**config.mk**
```make
export PLATFORM = sky130hd
export DESIGN_NAME = ifetch_queue
export DESIGN_NICKNAME = d
export VERILOG_FILES = /design/src/rtl/lua_cpu_pkg.sv /design/src/rtl/inst_fifo.sv /design/src/rtl/ifetch_queue.sv
export SDC_FILE = /design/constraint.sdc
export NUM_CORES = 1
export LEC_CHECK = 0
export CELL_PAD_IN_SITES_DETAIL_PLACEMENT = 1
export CELL_PAD_IN_SITES_GLOBAL_PLACEMENT = 1
export CORE_UTILIZATION = 43
export DETAILED_ROUTE_END_ITERATION = 8
export MAX_ROUTING_LAYER = met4
export PLACE_DENSITY_LB_ADDON = 0.3
export SLEW_MARGIN = 20
export SYNTH_ARGS = -nofsm -noshare
export SYNTH_HDL_FRONTEND = slang
export SYNTH_HIERARCHICAL = 1
export SYNTH_SLANG_ARGS = --single-unit
```
**constraint.sdc**
```tcl
create_clock -name clk -period 2.25 [get_ports clk]
set_input_delay 0.45 -clock clk [delete_from_list [all_inputs] [get_ports clk]]
set_output_delay 0.45 -clock clk [all_outputs]
set_load 0.02 [all_outputs]
```
**src/rtl/lua_cpu_pkg.sv**
```systemverilog
// lua_cpu_pkg: widths and types shared across the Lua processor pipeline.
package lua_cpu_pkg;
   localparam int INST_W = 32;
   localparam int PC_W = 32;
   typedef enum logic [1:0] {IDLE, REQ, DROP} fetch_state_t;
   typedef struct packed {
      logic [PC_W-1:0]   pc;
      logic [INST_W-1:0] inst;
   } fifo_entry_t;
endpackage

```
**src/rtl/inst_fifo.sv**
```systemverilog
// inst_fifo: synchronous prefetch FIFO; flush overrides push, pop still completes.
module inst_fifo
   import lua_cpu_pkg::*;
#(
   parameter int DEPTH = 4
) (
   input  logic                     clk,
   input  logic                     n_reset,
   input  logic                     push,
   input  logic                     pop,
   input  logic                     flush,
   input  fifo_entry_t              din,
   output fifo_entry_t              head,
   output logic [$clog2(DEPTH):0]   count
);
   localparam int AW = $clog2(DEPTH);
   localparam int CW = AW + 1;
   fifo_entry_t mem [DEPTH];
   logic [AW-1:0] wr, rd;
   logic do_pop;
   assign do_pop = pop && count != '0;
   assign head = mem[rd];
   // storage is reset so the head never reads X while empty
   always_ff @(posedge clk or negedge n_reset) begin
      if (!n_reset) begin
         mem <= '{default: '0};
         wr <= '0;
         rd <= '0;
         count <= '0;
      end else if (flush) begin
         wr <= '0;
         rd <= '0;
         count <= '0;
      end else begin
         if (push) begin
            mem[wr] <= din;
            wr <= wr + AW'(1);
         end
         if (do_pop) rd <= rd + AW'(1);
         count <= count + CW'(push) - CW'(do_pop);
      end
   end
endmodule

```
**src/rtl/ifetch_queue.sv**
```systemverilog
// ifetch_queue: PC owner and imem fetch FSM feeding a prefetch FIFO toward decode.
module ifetch_queue
   import lua_cpu_pkg::*;
#(
   parameter int              DEPTH    = 4,
   parameter logic [PC_W-1:0] RESET_PC = '0
) (
   input  logic                     clk,
   input  logic                     n_reset,
   input  logic                     redirect_valid,
   input  logic [PC_W-1:0]          redirect_pc,
   output logic                     imem_req,
   output logic [PC_W-1:0]          imem_addr,
   input  logic                     imem_ack,
   input  logic [INST_W-1:0]        imem_rdata,
   output logic                     inst_valid,
   output logic [INST_W-1:0]        inst,
   output logic [PC_W-1:0]          inst_pc,
   input  logic                     inst_ready,
   output logic [$clog2(DEPTH):0]   fifo_count
);
   localparam int CW = $clog2(DEPTH) + 1;
   fetch_state_t state, state_nxt;
   logic [PC_W-1:0] fetch_pc, fetch_nxt;
   logic [CW-1:0] ncount;
   logic ack, push, pop, load;
   fifo_entry_t head;
   assign ack = state != IDLE && imem_ack;
   assign push = state == REQ && imem_ack && !redirect_valid;
   assign pop = inst_valid && inst_ready;
   assign ncount = fifo_count + CW'(1) - CW'(pop);
   assign inst_valid = fifo_count != '0;
   assign inst = head.inst;
   assign inst_pc = head.pc;
   // a new address is launched only when no request is left outstanding
   assign load = state_nxt == REQ && (state == IDLE || ack);
   always_comb begin
      state_nxt = state;
      fetch_nxt = fetch_pc;
      if (redirect_valid) begin
         state_nxt = (state != IDLE && !imem_ack) ? DROP : REQ;
         fetch_nxt = redirect_pc;
      end else if (state == IDLE) begin
         state_nxt = fifo_count < CW'(DEPTH) ? REQ : IDLE;
      end else if (ack) begin
         state_nxt = (state == DROP || ncount < CW'(DEPTH)) ? REQ : IDLE;
         fetch_nxt = state == REQ ? fetch_pc + PC_W'(1) : fetch_pc;
      end
   end
   always_ff @(posedge clk or negedge n_reset) begin
      if (!n_reset) begin
         state <= IDLE;
         fetch_pc <= RESET_PC;
         imem_addr <= RESET_PC;
         imem_req <= 1'b0;
      end else begin
         state <= state_nxt;
         fetch_pc <= fetch_nxt;
         imem_req <= state_nxt != IDLE;
         if (load) imem_addr <= fetch_nxt;
      end
   end
   inst_fifo #(.DEPTH(DEPTH)) u_fifo (
      .clk     (clk),
      .n_reset (n_reset),
      .push    (push),
      .pop     (pop),
      .flush   (redirect_valid),
      .din     ('{pc: fetch_pc, inst: imem_rdata}),
      .head    (head),
      .count   (fifo_count)
   );
endmodule

```
==> impl_metrics.ini <==
[timing]
setup_tns_ns = -10.61
finalSetupViolations = 65
hold_viol = 0
rsz0062_at_grt = yes
fmax_ghz = 0.401
period_needed_ns = 2.49
skew_ns = 0.0145
slew_headroom = 0.685
setup_ws_ns = -0.241
post-route-period-util = 1.11
tightest_slew_ns = 0.472
final_max_slew_viol_count = 0

[power_and_ir_drop]
ir_drop_uv = 604
pwr_density_cell_nw_per_um2 = 1130
leakagePower_nw = 9.29
totalPowerFinal_mw = 22.3

[cts]
cts_tree = done
cts-htree-levels = 2
clkTransAtPathRegs_ns = 0.06
cts_buffers = 38
clk_latency_ns = 0.52
cts_root_buffer = clkbuf_16
cts.sinks = 330
cts_buffer_depth = 3

[worst_setup_path]
worst_path_largest_cell_delay_ns = 0.54
path_class = flop to output port
worstPathRequired_ns = 1.80
r2r-start = u_fifo/count[2]$_DFF_PN0_
r2r-end = u_fifo/count[2]$_DFF_PN0_
start_kind = flop
cp-endpoint = inst_pc[4]
critPathMaxFanout = 6
crit_path_end_kind = output port
reg2reg_depth = 10
rrSetupSlack_ns = -0.01
crit_path_top_delay_cell = dfrtp_4
cp_data_arrival_time_ns = 2.04
critPathLaunch = u_fifo/rd[0]$_DFFE_PN0P_
crit_path_frequent_cell = buf_6
crit_path_cell_trace = buf_12, buf_16, buf_6, mux4_2, buf_6

[routing]
vias = 9495
first_pass_iters = 6
wire_per_inst_um = 22.3
antenna_left = 0
wl_um = 39100
drc = 44
viasPerCell = 5.43
first_iter_violations = 389

[synthesis]
ys_ff_latch = 330
ys_types = 66
syn-num-nets = 1099
synth_area_um2 = 15600
yosysSeqAreaShare = 0.528
synth.avg_cell_area_um2 = 15.3
synthesis.instances = 1022
ys_warn_count = 6
async_flop_share = 1.00
synth-main-ff-cell = dfrtp_1
synth_edf_count = 0

[floorplan]
die_w_um = 193
start_util = 0.439
pin_count = 170
die_h_um = 193
design.die.area_um2 = 37200
coreArea_um2 = 35700
fp-row-count = 69

[layout]
final_area_um2 = 19800
seqCellArea_um2 = 8270
drive_gt1_frac = 0.407
finish.utilization = 0.554
nets = 1336
fillers = 3414
area_delta_synth_final_pct = 26.3
multi_input_area_um2 = 6700

[grt]
grt_max_degree = 60
grt_use_total = 0.225
overflow = 0
grt_pass1_vias = 10900
antenna_found_initial = 1
grt_pass1_wl_um = 62300

[placement]
placed_cell_area_um2 = 18100
gp_congestion = 0.813
place_hpwl_um = 25900
port_buffers = 169

[job]
maxCapViolCount = 0

[hold_path]
min_from = imem_ack
hp-class = primary input to flop

[run_status]
violations = design-rule violations, negative setup slack
status = complete, but fails checks
## synth_stat cells (all sizes together), types with 3 or more instances
| library cell | number | area share |
|---|---|---|
| dfrtp | 330 | 0.53 |
| mux2 | 275 | 0.21 |
| mux4 | 64 | 0.092 |
| buf | 56 | 0.038 |
| nand2 | 32 | 0.0077 |
| o21ai | 26 | 0.0086 |
| inv | 24 | 0.0058 |
| nor2 | 24 | 0.0066 |
| nand3 | 15 | 0.0067 |
| nand4 | 13 | 0.0071 |
| mux2i | 12 | 0.0077 |
| xor2 | 12 | 0.0067 |
| nor3 | 11 | 0.0042 |
| nor4 | 11 | 0.0058 |
| xnor2 | 11 | 0.0062 |
| a21oi | 10 | 0.0032 |
| and3 | 10 | 0.0041 |
| nand2b | 9 | 0.0036 |
| clkbuf | 7 | 0.0017 |
| ha | 7 | 0.0056 |
| a22oi | 6 | 0.0029 |
| nand3b | 6 | 0.0037 |
| and2 | 5 | 0.0020 |
| a221o | 4 | 0.0026 |
| and4 | 4 | 0.0022 |
| o221ai | 4 | 0.0022 |
| o31a | 4 | 0.0022 |
| and2b | 3 | 0.0017 |
| or2 | 3 | 0.0012 |
| or3 | 3 | 0.0012 |
| or4 | 3 | 0.0017 |
## area by class of cell
class,count,area share
sequential,330,0.418
multi-input combinational,605,0.339
timing repair buffer,260,0.144
clock buffer,63,0.0612
tap,461,0.0292
inverter,24,0.00456
clock inverter,5,0.00380
antenna,2,0.000253
## cells by family after synthesis
logic type               Yosys count  synth area share
XOR/XNOR                          24            0.0143
adder cells (fa/ha/maj)            8           0.00688
buffers and inverters             87            0.0453
AO/OA/AOI/OAI                     63            0.0263
flip-flops                       330             0.528
multiplexers                     351             0.315
AND/OR/NAND/NOR                  159            0.0648
## per-layer routing
layer | global-route usage | up-vias | wire length, um
li1 | - | 4232 | -
met1 | 0.311 | 5023 | 18300
met2 | 0.351 | 189 | 18700
met3 | 0.0278 | 51 | 1340
met4 | 0.0588 | 0 | 809
met5 | - | - | 0
## worst max-delay path: cells and delay by family, from the launching register on
family | cells | cell delay (ns)
buf+inv | 4 | 0.57
flops | 1 | 0.54
mux | 1 | 0.43
## cells in the final DEF, fill, tap and decap left out, drive strengths merged, types with 7 or more instances in the layout
cell / n
nand4: 13
nor3: 11
nor4: 11
buf: 153
clkdlybuf4s50: 101
xnor2: 11
nor2: 24
xor2: 12
nand2: 32
mux2i: 12
nand2b: 9
mux4: 64
o21ai: 26
dfrtp: 330
mux2: 275
ha: 7
clkbuf: 66
a21oi: 10
and3: 10
inv: 24
nand3: 15
## per-stage QoR
step | cells | hold WS (ns) | worst slack (ns)
after floorplan | 1022 | 0.154 | -0.0782
after global placement | 1664 | 0.419 | -0.459
after detailed placement | 1664 | 0.415 | -0.497
after CTS | 1739 | 0.335 | -0.328
after global routing | 1749 | 0.324 | -0.299
final | 1750 | 0.291 | -0.241
## power breakdown
group / switching, mW / leakage, nW / internal [mW]
Sequential: 0.933 / 4.30 / 7.34
Clock: 2.40 / 0.631 / 3.88
Combinational: 3.42 / 4.36 / 4.29
## registers in the layout, summed over array words and instances (netlist names)
register and cells:
u_fifo/wr 2, u_fifo/rd 2, state 2, u_fifo/mem 256, imem_addr 32, fetch_pc 32
imem_req 1, u_fifo/count 3
## timing repair
action                                 4_1_cts  5_1_grt
hold buffers                                 1        0
pin swaps                                    0        1
setup endpoints to repair                   67      146
gates cloned                                 1        3
resized for setup                          286      104
buffers inserted                             5        6
endpoints found under the hold margin       42        0
## worst min-delay path by stage
stage | end | slack (ns) | depth (start not counted)
after floorplan | fetch_pc[0]$_DFF_PN0_ | 0.15 | 0
after global placement | u_fifo/mem[153]$_DFFE_PN0P_ | 0.42 | 1
after detailed placement | u_fifo/mem[221]$_DFFE_PN0P_ | 0.41 | 1
after CTS | u_fifo/wr[1]$_DFFE_PN0P_ | 0.33 | 2
after global routing | state[1]$_DFF_PN0_ | 0.32 | 2
final | state[1]$_DFF_PN0_ | 0.29 | 2
No activity file was read; power rests on OpenSTA's default activity.
